`config.mk`:
```
export PLATFORM = sky130hd
export DESIGN_NAME = alu_issue
export DESIGN_NICKNAME = d
export VERILOG_FILES = /design/src/rtl/alu_pkg.sv /design/src/rtl/alu_decode.sv /design/src/rtl/alu_issue.sv
export SDC_FILE = /design/constraint.sdc
export NUM_CORES = 1
export LEC_CHECK = 0
export ABC_AREA = 1
export CAP_MARGIN = 20
export CORE_ASPECT_RATIO = 1.4
export CORE_MARGIN = 2
export CORE_UTILIZATION = 53
export CTS_CLUSTER_DIAMETER = 30
export DETAILED_ROUTE_END_ITERATION = 8
export GPL_TIMING_DRIVEN = 0
export PLACE_DENSITY = 0.85
export SLEW_MARGIN = 20
export SYNTH_ARGS = -nofsm -noshare
export SYNTH_HDL_FRONTEND = slang
export SYNTH_SLANG_ARGS = --single-unit
```
`constraint.sdc`:
```
create_clock -name clk_i -period 6.8 [get_ports clk_i]
set_clock_uncertainty 0.1 [all_clocks]
set_input_delay 1.36 -clock clk_i [delete_from_list [all_inputs] [get_ports clk_i]]
set_output_delay 1.36 -clock clk_i [all_outputs]
set_load 0.03 [all_outputs]
```
`src/rtl/alu_pkg.sv`:
```
// Shared ALU definitions: 4-bit ALU codes, decode classes, R-type funct values and issue-stage states.
// Used by the issue stage and by the ALU itself.
package alu_pkg;

    localparam logic [3:0] ALU_AND   = 4'd0;
    localparam logic [3:0] ALU_OR    = 4'd1;
    localparam logic [3:0] ALU_NAND  = 4'd2;
    localparam logic [3:0] ALU_NOR   = 4'd3;
    localparam logic [3:0] ALU_ADDU  = 4'd4;
    localparam logic [3:0] ALU_SUBU  = 4'd5;
    localparam logic [3:0] ALU_SLT   = 4'd6;
    localparam logic [3:0] ALU_EQUAL = 4'd7;

    localparam logic [2:0] OP_ADD   = 3'd0;
    localparam logic [2:0] OP_SUB   = 3'd1;
    localparam logic [2:0] OP_RTYPE = 3'd2;
    localparam logic [2:0] OP_AND   = 3'd3;
    localparam logic [2:0] OP_OR    = 3'd4;
    localparam logic [2:0] OP_SLT   = 3'd5;
    localparam logic [2:0] OP_EQUAL = 3'd6;

    localparam logic [5:0] FN_ADD  = 6'h20;
    localparam logic [5:0] FN_ADDU = 6'h21;
    localparam logic [5:0] FN_SUB  = 6'h22;
    localparam logic [5:0] FN_SUBU = 6'h23;
    localparam logic [5:0] FN_AND  = 6'h24;
    localparam logic [5:0] FN_OR   = 6'h25;
    localparam logic [5:0] FN_NAND = 6'h26;
    localparam logic [5:0] FN_NOR  = 6'h27;
    localparam logic [5:0] FN_SLT  = 6'h2A;

    // Encoding is {skid valid, main valid}
    typedef enum logic [1:0] {
        ST_EMPTY = 2'b00,
        ST_ONE   = 2'b01,
        ST_FULL  = 2'b11
    } issue_state_t;

endpackage

```
`src/rtl/alu_decode.sv`:
```
// Decode {aluop, funct} into the 4-bit ALU code plus an illegal flag.
// Latency: combinational. Backpressure: none, pure function of its inputs.
// Illegal encodings produce ADDU so a non-trapping build issues them harmlessly.
module alu_decode
    import alu_pkg::*;
(
    input  logic [2:0] aluop,
    input  logic [5:0] funct,
    output logic [3:0] ctrl,
    output logic       illegal
);

    always_comb begin
        ctrl    = ALU_ADDU;
        illegal = 1'b0;
        case (aluop)
            OP_ADD:   ctrl = ALU_ADDU;
            OP_SUB:   ctrl = ALU_SUBU;
            OP_AND:   ctrl = ALU_AND;
            OP_OR:    ctrl = ALU_OR;
            OP_SLT:   ctrl = ALU_SLT;
            OP_EQUAL: ctrl = ALU_EQUAL;
            OP_RTYPE: begin
                case (funct)
                    FN_ADD, FN_ADDU: ctrl = ALU_ADDU;
                    FN_SUB, FN_SUBU: ctrl = ALU_SUBU;
                    FN_AND:          ctrl = ALU_AND;
                    FN_OR:           ctrl = ALU_OR;
                    FN_NAND:         ctrl = ALU_NAND;
                    FN_NOR:          ctrl = ALU_NOR;
                    FN_SLT:          ctrl = ALU_SLT;
                    default:         illegal = 1'b1;
                endcase
            end
            default: illegal = 1'b1;
        endcase
    end

endmodule

```
`src/rtl/alu_issue.sv`:
```
// ALU issue stage: decodes aluop/funct and presents registered operands through a main register plus one-entry skid.
// Latency: 1 cycle when empty or draining. Backpressure: in_ready_o = !skid valid, registered, no path from out_ready_i.
// ALU_ISSUE_ILLEGAL_TRAP_EN: drop illegal decodes and raise sticky illegal_o; otherwise they issue as ADDU.
module alu_issue
    import alu_pkg::*;
#(
    parameter int DW = 32
) (
    input  logic          clk_i,
    input  logic          rst_i,
    input  logic          in_valid_i,
    output logic          in_ready_o,
    input  logic [2:0]    aluop_i,
    input  logic [5:0]    funct_i,
    input  logic [DW-1:0] src1_i,
    input  logic [DW-1:0] src2_i,
    output logic          out_valid_o,
    input  logic          out_ready_i,
    output logic [3:0]    alu_ctrl_o,
    output logic [DW-1:0] alu_src1_o,
    output logic [DW-1:0] alu_src2_o,
    output logic          illegal_o
);

    issue_state_t  state_q, state_d;
    logic [3:0]    dec_ctrl;
    logic          dec_illegal;
    logic          in_xfer, take, out_xfer;
    logic          m_load, m_from_s, s_load;
    logic [3:0]    s_ctrl;
    logic [DW-1:0] s_src1, s_src2;

    alu_decode u_decode (
        .aluop   (aluop_i),
        .funct   (funct_i),
        .ctrl    (dec_ctrl),
        .illegal (dec_illegal)
    );

    assign in_ready_o  = ~state_q[1];
    assign out_valid_o = state_q[0];
    assign in_xfer     = in_valid_i & in_ready_o;
    assign out_xfer    = out_valid_o & out_ready_i;

`ifdef ALU_ISSUE_ILLEGAL_TRAP_EN
    // Illegal ops are still handshaken upstream but never enter storage
    assign take = in_xfer & ~dec_illegal;

    always_ff @(posedge clk_i or posedge rst_i) begin
        if (rst_i)
            illegal_o <= 1'b0;
        else if (in_xfer && dec_illegal)
            illegal_o <= 1'b1;
    end
`else
    logic unused_illegal;
    assign unused_illegal = dec_illegal;
    assign take           = in_xfer;
    assign illegal_o      = 1'b0;
`endif

    always_comb begin
        state_d  = state_q;
        m_load   = 1'b0;
        m_from_s = 1'b0;
        s_load   = 1'b0;
        case (state_q)
            ST_EMPTY: begin
                if (take) begin
                    m_load  = 1'b1;
                    state_d = ST_ONE;
                end
            end
            ST_ONE: begin
                if (take && out_xfer) begin
                    m_load = 1'b1;
                end else if (take) begin
                    s_load  = 1'b1;
                    state_d = ST_FULL;
                end else if (out_xfer) begin
                    state_d = ST_EMPTY;
                end
            end
            ST_FULL: begin
                if (out_xfer) begin
                    m_from_s = 1'b1;
                    state_d  = ST_ONE;
                end
            end
            default: state_d = ST_EMPTY;
        endcase
    end

    always_ff @(posedge clk_i or posedge rst_i) begin
        if (rst_i)
            state_q <= ST_EMPTY;
        else
            state_q <= state_d;
    end

    always_ff @(posedge clk_i or posedge rst_i) begin
        if (rst_i) begin
            alu_ctrl_o <= ALU_ADDU;
            alu_src1_o <= '0;
            alu_src2_o <= '0;
            s_ctrl     <= ALU_ADDU;
            s_src1     <= '0;
            s_src2     <= '0;
        end else begin
            if (m_from_s) begin
                alu_ctrl_o <= s_ctrl;
                alu_src1_o <= s_src1;
                alu_src2_o <= s_src2;
            end else if (m_load) begin
                alu_ctrl_o <= dec_ctrl;
                alu_src1_o <= src1_i;
                alu_src2_o <= src2_i;
            end
            if (s_load) begin
                s_ctrl <= dec_ctrl;
                s_src1 <= src1_i;
                s_src2 <= src2_i;
            end
        end
    end

endmodule

```
After elaboration in Yosys (flattened, before gate mapping)
Index checks and enable logic that the tools add are counted.

Register bits: 138. Bits in latches: 0. RAM bits: 0. ROM bits: 0. Input port bits: 77. Output and inout port bits: 71. Word-level logic and storage cells: 55. Memories: 0.

Add/sub/neg operators: 0. Multipliers: 0. Div/mod/pow operators: 0. Order comparisons: 0. Equal/unequal tests: 19. Shifts and indexed selects: 0. Mux-type cells: 21. Bitwise operators: 3. Reductions and logical operators: 5.

Operators with widths (count): 32-bit 2-to-1 mux (4); 6-bit equality test (second input constant) (7); 4-bit case mux with 6 select lines (1); 3-bit case mux with 6 select lines (1); 2-bit 2-to-1 mux (5); 3-bit equality test (second input constant) (3); 4-bit 2-to-1 mux (2); 3-bit by 2-bit equality test with 1-bit output (second input constant) (2); 1-bit 2-to-1 mux (6); 2-bit inequality test (second input constant) (3); 2-bit case mux with 3 select lines (1); 4-bit AND reduction (1); 3-bit by 1-bit equality test with 1-bit output (second input constant) (1); 3-bit inequality test (second input constant) (1); 1-bit AND (2); 2-bit by 1-bit equality test with 1-bit output (second input constant) (1); 2-bit equality test (second input constant) (1); 2-bit zero test (1); 1-bit case mux with 2 select lines (1); 2-bit nonzero test (1); 2-bit OR reduction (1); 1-bit logical AND (1); 1-bit NOT (1).

Depth between registers and ports, before layout
Gate-level depths: netlist (run 1).

Word-level depth: 7. Mapped depth: 13. Depth with buffers taken out: 13.

Modules after synthesis
A second synthesis (run 1) with hierarchy kept.

Cells, all modules: 801. Area, all modules: 6342.3 um2.

Modules (own cells, without submodules): alu_issue (times used 1, cells each 764, area each 6159.7 um2, seq. area each 3455.8 um2); alu_decode (times used 1, cells each 37, area each 182.7 um2, seq. area each 0.0 um2).

Worst setup path after synthesis (run 1)
No wires, ideal clock.

Path type: in2reg. From: input out_ready_i. To: register s_src1[0]. Setup time: 0.125 ns. Arrival: 2.374 ns. Required time: 6.575 ns. Setup slack: 4.201 ns. Cell stages on the path: 5. Buffers on the path: 1. Cell sequence: nand2_2 nand2_1 nor2_2 buf_6 mux2_2.

Cells in the longest elaborated chain, start to end: 4.

Ends and longest elaborated chain: from (decl) (RTL line alu_issue.sv:18) `input logic out_ready_i,`; 1-bit AND (RTL line alu_issue.sv:43) `assign out_xfer = out_valid_o & out_ready_i;`; 1-bit logical AND (RTL line alu_issue.sv:75) `if (take && out_xfer) begin`; 1-bit 2-to-1 mux (RTL line alu_issue.sv:75); 1-bit 2-to-1 mux (RTL line alu_issue.sv:67) `case (state_q)`; to (signal assigned) (RTL line alu_issue.sv:121) `s_src1 <= src1_i;`; to (decl) (RTL line alu_issue.sv:31) `logic [DW-1:0] s_src1, s_src2;`.

Every way passes these cells. A chain may end at the register's enable or synchronous reset.

Worst setup path in the final report (run 1)
From: register alu_ctrl_o[2]. To: output alu_ctrl_o[2].

RTL lines: from (decl) (RTL line alu_issue.sv:19) `output logic [3:0] alu_ctrl_o,`; from (signal assigned) (RTL line alu_issue.sv:111) `alu_ctrl_o <= s_ctrl;`; from (signal assigned) (RTL line alu_issue.sv:115) `alu_ctrl_o <= dec_ctrl;`.

No word-level cell between the ends.

==> flow_metrics.tcl, run 1 <==
set metrics [dict create \
    status "finished clean" \
    cp.arrival_ns 1.64 \
    cap_viol_max_count 0 \
    power_switching_w 0.001570 \
    finalCriticalPeriod_ns 3.103 \
    hold_path_depth 2 \
    ys_types 25 \
    grt_pass1_vias 5071 \
    path_clk_slew_ns 0.06 \
    cts_max_path_buffers 2 \
    final_common_cell "nand2_1" \
    mostFrequentLayoutCells "nand2_1 (152), clkdlybuf4s50_1 (145), dfrtp_1 (134)" \
    p_int_w 0.002732 \
    leakage_nw 3.650 \
    cts_setup_buffers 0 \
    cts_resized 0 \
    hold_viol 0 \
    start_util_pct 54.62 \
    routed_wl_mm 15.54 \
    combPwrFrac_pct 41.6 \
    p_per_area_mw_per_mm2 517.8 \
    vias 5047 \
    min_from "alu_ctrl_o[0]" \
    post_drt_wl_per_cell_um 17.13 \
    endpoint_kind "primary output" \
    critPathLaunch "alu_ctrl_o[2]" \
    grt_overflow 0 \
    required_ns 5.34 \
    ctsRootBufferMaster "clkbuf_16" \
    yosysSeqAreaShare_pct 57.09 \
    slew_violations 0 \
    viasPerCell 5.564 \
    period_share_pct 45.63 \
    synth_top_cells_by_area "dfrtp_1 (56%), mux2_2 (12%), nand2_1 (9.6%)" \
    path_max_fanout 2 \
    ys_warn_count 0 \
    syn_to_final_growth_pct 39.26 \
    final_nets 835 \
    die_y_um 129.5 \
    worst_slew_margin_rel_pct 62.90 \
    startpoint_type "flip-flop" \
    core_mm2 0.01092 \
    rsz0062_at_grt "false" \
    grt.total_usage_pct 26.64 \
    r2r_cells 6 \
    cts_sinks 136 \
    syn_area_per_cell_um2 10.15 \
    path_buf_inv 1 \
    finalSetupTns_ns 0 \
    die_w_um 93.67 \
    path_cells "clkdlybuf4s50_1" \
    antenna_cells 0 \
    cts_tree "yes" \
    place_congestion 0.8701 \
    drt_pre_antenna_iters 5 \
    swShare_pct 36.49 \
    drc 0 \
    slowest_delay_ns 0.67 \
    crit_type "reg -> out" \
    vdd_drop_max_v 0.0003388 \
    ios 148 \
    yosys.area.top_type "dfrtp_1" \
    io_buffer_count 145 \
    slowest_stage "clkdlybuf4s50_1" \
    antenna_found_initial 0 \
    p_clk_share_pct 24.3 \
    rows 45 \
    worst_path_dominant_cell_family "buffers and inverters" \
    hold_buffers 0 \
    clk_latency_ns 0.42 \
    grt_max_degree 78 \
    dpl.hpwl_mm 10.48 \
    setup_violations 0 \
    crit_cells 1 \
    pwr-share-seq_pct 34.1 \
    timing.fmax_mhz 322.3 \
    cts_inserted_buffers 17 \
    drt-initial-drc-count 237 \
    holdWs_ns 0.4018 \
    worst_pin_slew_ns 0.5559 \
    worstReg2RegStart "state_q[0]" \
    drtAntennaViolNets 0 \
    hp-class "reg -> reg" \
    syn_inst 588 \
    drive_above_1_share_pct 18.15 \
    grt_pass1_wl_mm 24.88 \
    netlist_area_mm2 0.005966 \
    yosysTopAreaCellShare_pct 56.21 \
    ys_seq_elements 136 \
    htreeDepth 4 \
    dieArea_mm2 0.01213 \
]
## registers in the layout, summed over array words and instances, names as in the netlist
register	count
alu_src1_o	32
alu_src2_o	32
s_src1	32
s_src2	32
alu_ctrl_o	3
s_ctrl	3
state_q	2
## Yosys cell counts
master / count
a22oi_1: 1
mux2_2: 65
clkbuf_1: 8
o21ai_2: 1
conb_1: 1
nand2_1: 152
buf_2: 14
buf_6: 8
nand3_1: 8
inv_2: 3
buf_4: 7
nand2_2: 3
nor2_1: 77
ha_1: 4
o21ai_0: 4
nand4_1: 3
nor2_2: 1
a21oi_1: 5
dfrtp_1: 134
inv_1: 19
dfstp_2: 2
nor3_4: 1
a31oi_1: 65
nor2_4: 1
a32o_1: 1
## kinds of logic after synthesis
kind of cell               synth area share, %
adders and majority gates               0.8390
DFF                                      57.09
muxes                                    12.27
and+or+nand+nor                          16.28
other                                  0.06286
AOI/OAI and AO/OA                        8.012
buffers and inverters                    5.453
## final timing paths
check	slack (ns)	to
worst max-delay path	3.70	alu_ctrl_o[2]
worst min-delay path	0.40	alu_ctrl_o[0]
worst max register to register	4.68	alu_src2_o[15]
worst min register to register	0.40	alu_ctrl_o[0]
max in group asynchronous	4.63	s_src1[18]
min in group asynchronous	1.26	s_src2[22]
## power groups by stage
stage / Clock (W) / Sequential, W / Combinational (W)
floorplan: 0 / 0.00180 / 0.000746
global placement: 0 / 0.00144 / 0.00171
detailed placement: 0 / 0.00146 / 0.00177
CTS: 0.00105 / 0.00146 / 0.00180
global route: 0.00109 / 0.00151 / 0.00192
finish: 0.00104 / 0.00147 / 0.00179
## metrics by stage
| stage | cells | power [W] | worst slack, ns | cell area [um^2] | util [%] |
|---|---|---|---|---|---|
| 2_1_floorplan | 589 | 0.002550 | 1.704 | 5969 | - |
| 4_1_cts | 907 | 0.004308 | 3.696 | 8308 | 76.06 |
| 3_3_place_gp | 875 | 0.003148 | 0.1709 | 7597 | 69.55 |
| 3_5_place_dp | 876 | 0.003238 | 3.509 | 7632 | 69.87 |
| 5_1_grt | 907 | 0.004512 | 3.677 | 8308 | 76.06 |
| 6_report | 907 | 0.004302 | 3.697 | 8308 | 76.06 |
## worst min-delay path: stages, from the launching register on
cell     delay, ns
dfrtp_1       0.35
nand2_1       0.05
o21ai_0       0.07
## final cells by class
type	instances	area, um^2
Clock inverter	12	222.7
Tap cell	141	176.4
Inverter	22	90.09
Clock buffer	19	452.9
Sequential cell	136	3406
Timing Repair Buffer	146	1479
Fill cell	686	2615
Multi-Input combinational cell	394	2238
Buffer	37	242.7
## per-layer routing
layer / wire, um / track usage (%) / part of all wire (%)
met1: 5771 / 30.57 / 37
met2: 8323 / 47.10 / 54
met3: 1009 / 6.919 / 6.5
met4: 431 / 11.17 / 2.8
met5: 0 / 0 / 0
No activity file was read; power rests on OpenSTA's default activity.
==> run 2: changes to the inputs <==
CORE_UTILIZATION = 45   (was 53)
PLACE_DENSITY = 0.77   (was 0.85)
clock period = 2.6 ns   (was 6.8 ns; I/O delays follow)
==> flow_metrics.tcl, run 2 (same netlist as run 1, synthesis figures left out) <==
set metrics [dict create \
    leakage_nw 3.666 \
    cts_max_path_buffers 2 \
    grt_use_met1_pct 25.17 \
    grt_max_degree 37 \
    ctsRootBufferMaster "clkbuf_16" \
    final_nets 838 \
    finalSetupTns_ns 0 \
    path_cells "clkdlybuf4s50_1" \
    clk_latency_ns 0.42 \
    routed_wl_mm 15.02 \
    start_util_pct 46.34 \
    place_congestion 0.8229 \
    rows 49 \
    use_met2_pct 38.06 \
    r2r_end "s_src1[7]" \
    grt_pass1_vias 5035 \
    drt_pre_antenna_iters 4 \
    hold_buffers 0 \
    status "finished clean" \
    finalCriticalPeriod_ns 2.244 \
    timing.fmax_mhz 445.6 \
    hold_viol 0 \
    viasPerCell 5.335 \
    crit_end "alu_ctrl_o[2]" \
    worstReg2RegStart "state_q[1]" \
    crit_cells 1 \
    period_share_pct 86.31 \
    drt-initial-drc-count 153 \
    setup_violations 0 \
    syn_to_final_growth_pct 40.29 \
    power.total_w 0.01116 \
    antenna_found_initial 0 \
    grt_pass1_wl_mm 24.12 \
    r2r_cells 6 \
    dpl.hpwl_mm 10.90 \
    worst_pin_slew_ns 0.5189 \
    cap_viol_max_count 0 \
    die_w_um 101.3 \
    dieArea_mm2 0.01421 \
    worst_slew_margin_rel_pct 65.37 \
    grt.total_usage_pct 21.69 \
    final_common_cell "nand2_1" \
    crit_type "reg -> out" \
    path_clk_slew_ns 0.07 \
    die_y_um 140.2 \
    slowest_delay_ns 0.66 \
    grt_overflow 0 \
    p_per_area_mw_per_mm2 1334 \
    rrSetupSlack_ns 0.57 \
    slowest_stage "clkdlybuf4s50_1" \
    cts_resized 0 \
    cts_sinks 136 \
    use_met3_pct 5.240 \
    cts_inserted_buffers 17 \
    slew_violations 0 \
    vdd_drop_max_v 0.0006788 \
    mostFrequentLayoutCells "nand2_1 (152), clkdlybuf4s50_1 (145), dfrtp_1 (134)" \
    vias 4924 \
    path_buf_inv 1 \
    required_ns 1.98 \
    worst_path_dominant_cell_family "buffers and inverters" \
    cts_setup_buffers 0 \
    io_buffer_count 145 \
    post_drt_wl_per_cell_um 16.27 \
    cp.arrival_ns 1.62 \
    drc 0 \
    htreeDepth 4 \
    antenna_cells 0 \
    hp-class "in -> async" \
    ios 148 \
    cts_tree "yes" \
    startpoint_type "flip-flop" \
    drtAntennaViolNets 0 \
    core_mm2 0.01287 \
    critPathLaunch "alu_ctrl_o[2]" \
    rsz0062_at_grt "false" \
    path_max_fanout 2 \
    drive_above_1_share_pct 18.57 \
    endpoint_kind "primary output" \
    busiest_layer "met2" \
]
[run 2: cell count changes in the layout (fill, tap and decap cells not counted), moves of 2 or more]
cell	previous run	this run
buf_12	0	3
inv_6	0	3
clkbuf_8	2	0
clkinv_2	2	0
[run 2: where the power goes]
| part | internal (W) | switching (W) |
|---|---|---|
| Clock | 0.00173 | 0.000981 |
| Sequential | 0.00321 | 0.000601 |
| Combinational | 0.00210 | 0.00255 |
[run 2: worst min-delay path by stage]
stage / startpoint / end / slack (ns)
finish: rst_i / alu_src1_o[19] / 0.38
global route: s_src1[13] / s_src1[13] / 0.42
CTS: rst_i / alu_src1_o[18] / 0.38
detailed placement: alu_ctrl_o[2] / alu_ctrl_o[2] / 0.38
global placement: alu_ctrl_o[2] / alu_ctrl_o[2] / 0.38
floorplan: s_ctrl[0] / s_ctrl[0] / 0.38
[run 2: layer usage]
| metal | routed length, um | vias up |
|---|---|---|
| li1 | - | 2313 |
| met1 | 5791 | 2427 |
| met2 | 8146 | 150 |
| met3 | 728 | 34 |
| met4 | 348 | 0 |
| met5 | 0 | - |
[run 2: layout make-up]
cell class	instances	area, um^2
Clock inverter	15	240.2
Multi-Input combinational cell	394	2238
Sequential cell	136	3406
Tap cell	153	191.4
Buffer	37	242.7
Inverter	22	86.33
Clock buffer	17	425.4
Fill cell	982	4506
Timing Repair Buffer	149	1539
[run 2: through the flow]
| step | setup slack (ns) | hold WS [ns] | area [um^2] | instances | util [%] |
|---|---|---|---|---|---|
| after global placement | -0.8085 | 0.3750 | 7616 | 887 | 59.15 |
| final | 0.3559 | 0.3825 | 8369 | 923 | 65.00 |
| after floorplan | 0.2885 | 0.3752 | 5973 | 589 | - |
| after global routing | 0.3114 | 0.4161 | 8369 | 923 | 65.00 |
| after CTS | 0.3382 | 0.3837 | 8369 | 923 | 65.00 |
| after detailed placement | 0.1554 | 0.3759 | 7704 | 891 | 59.83 |
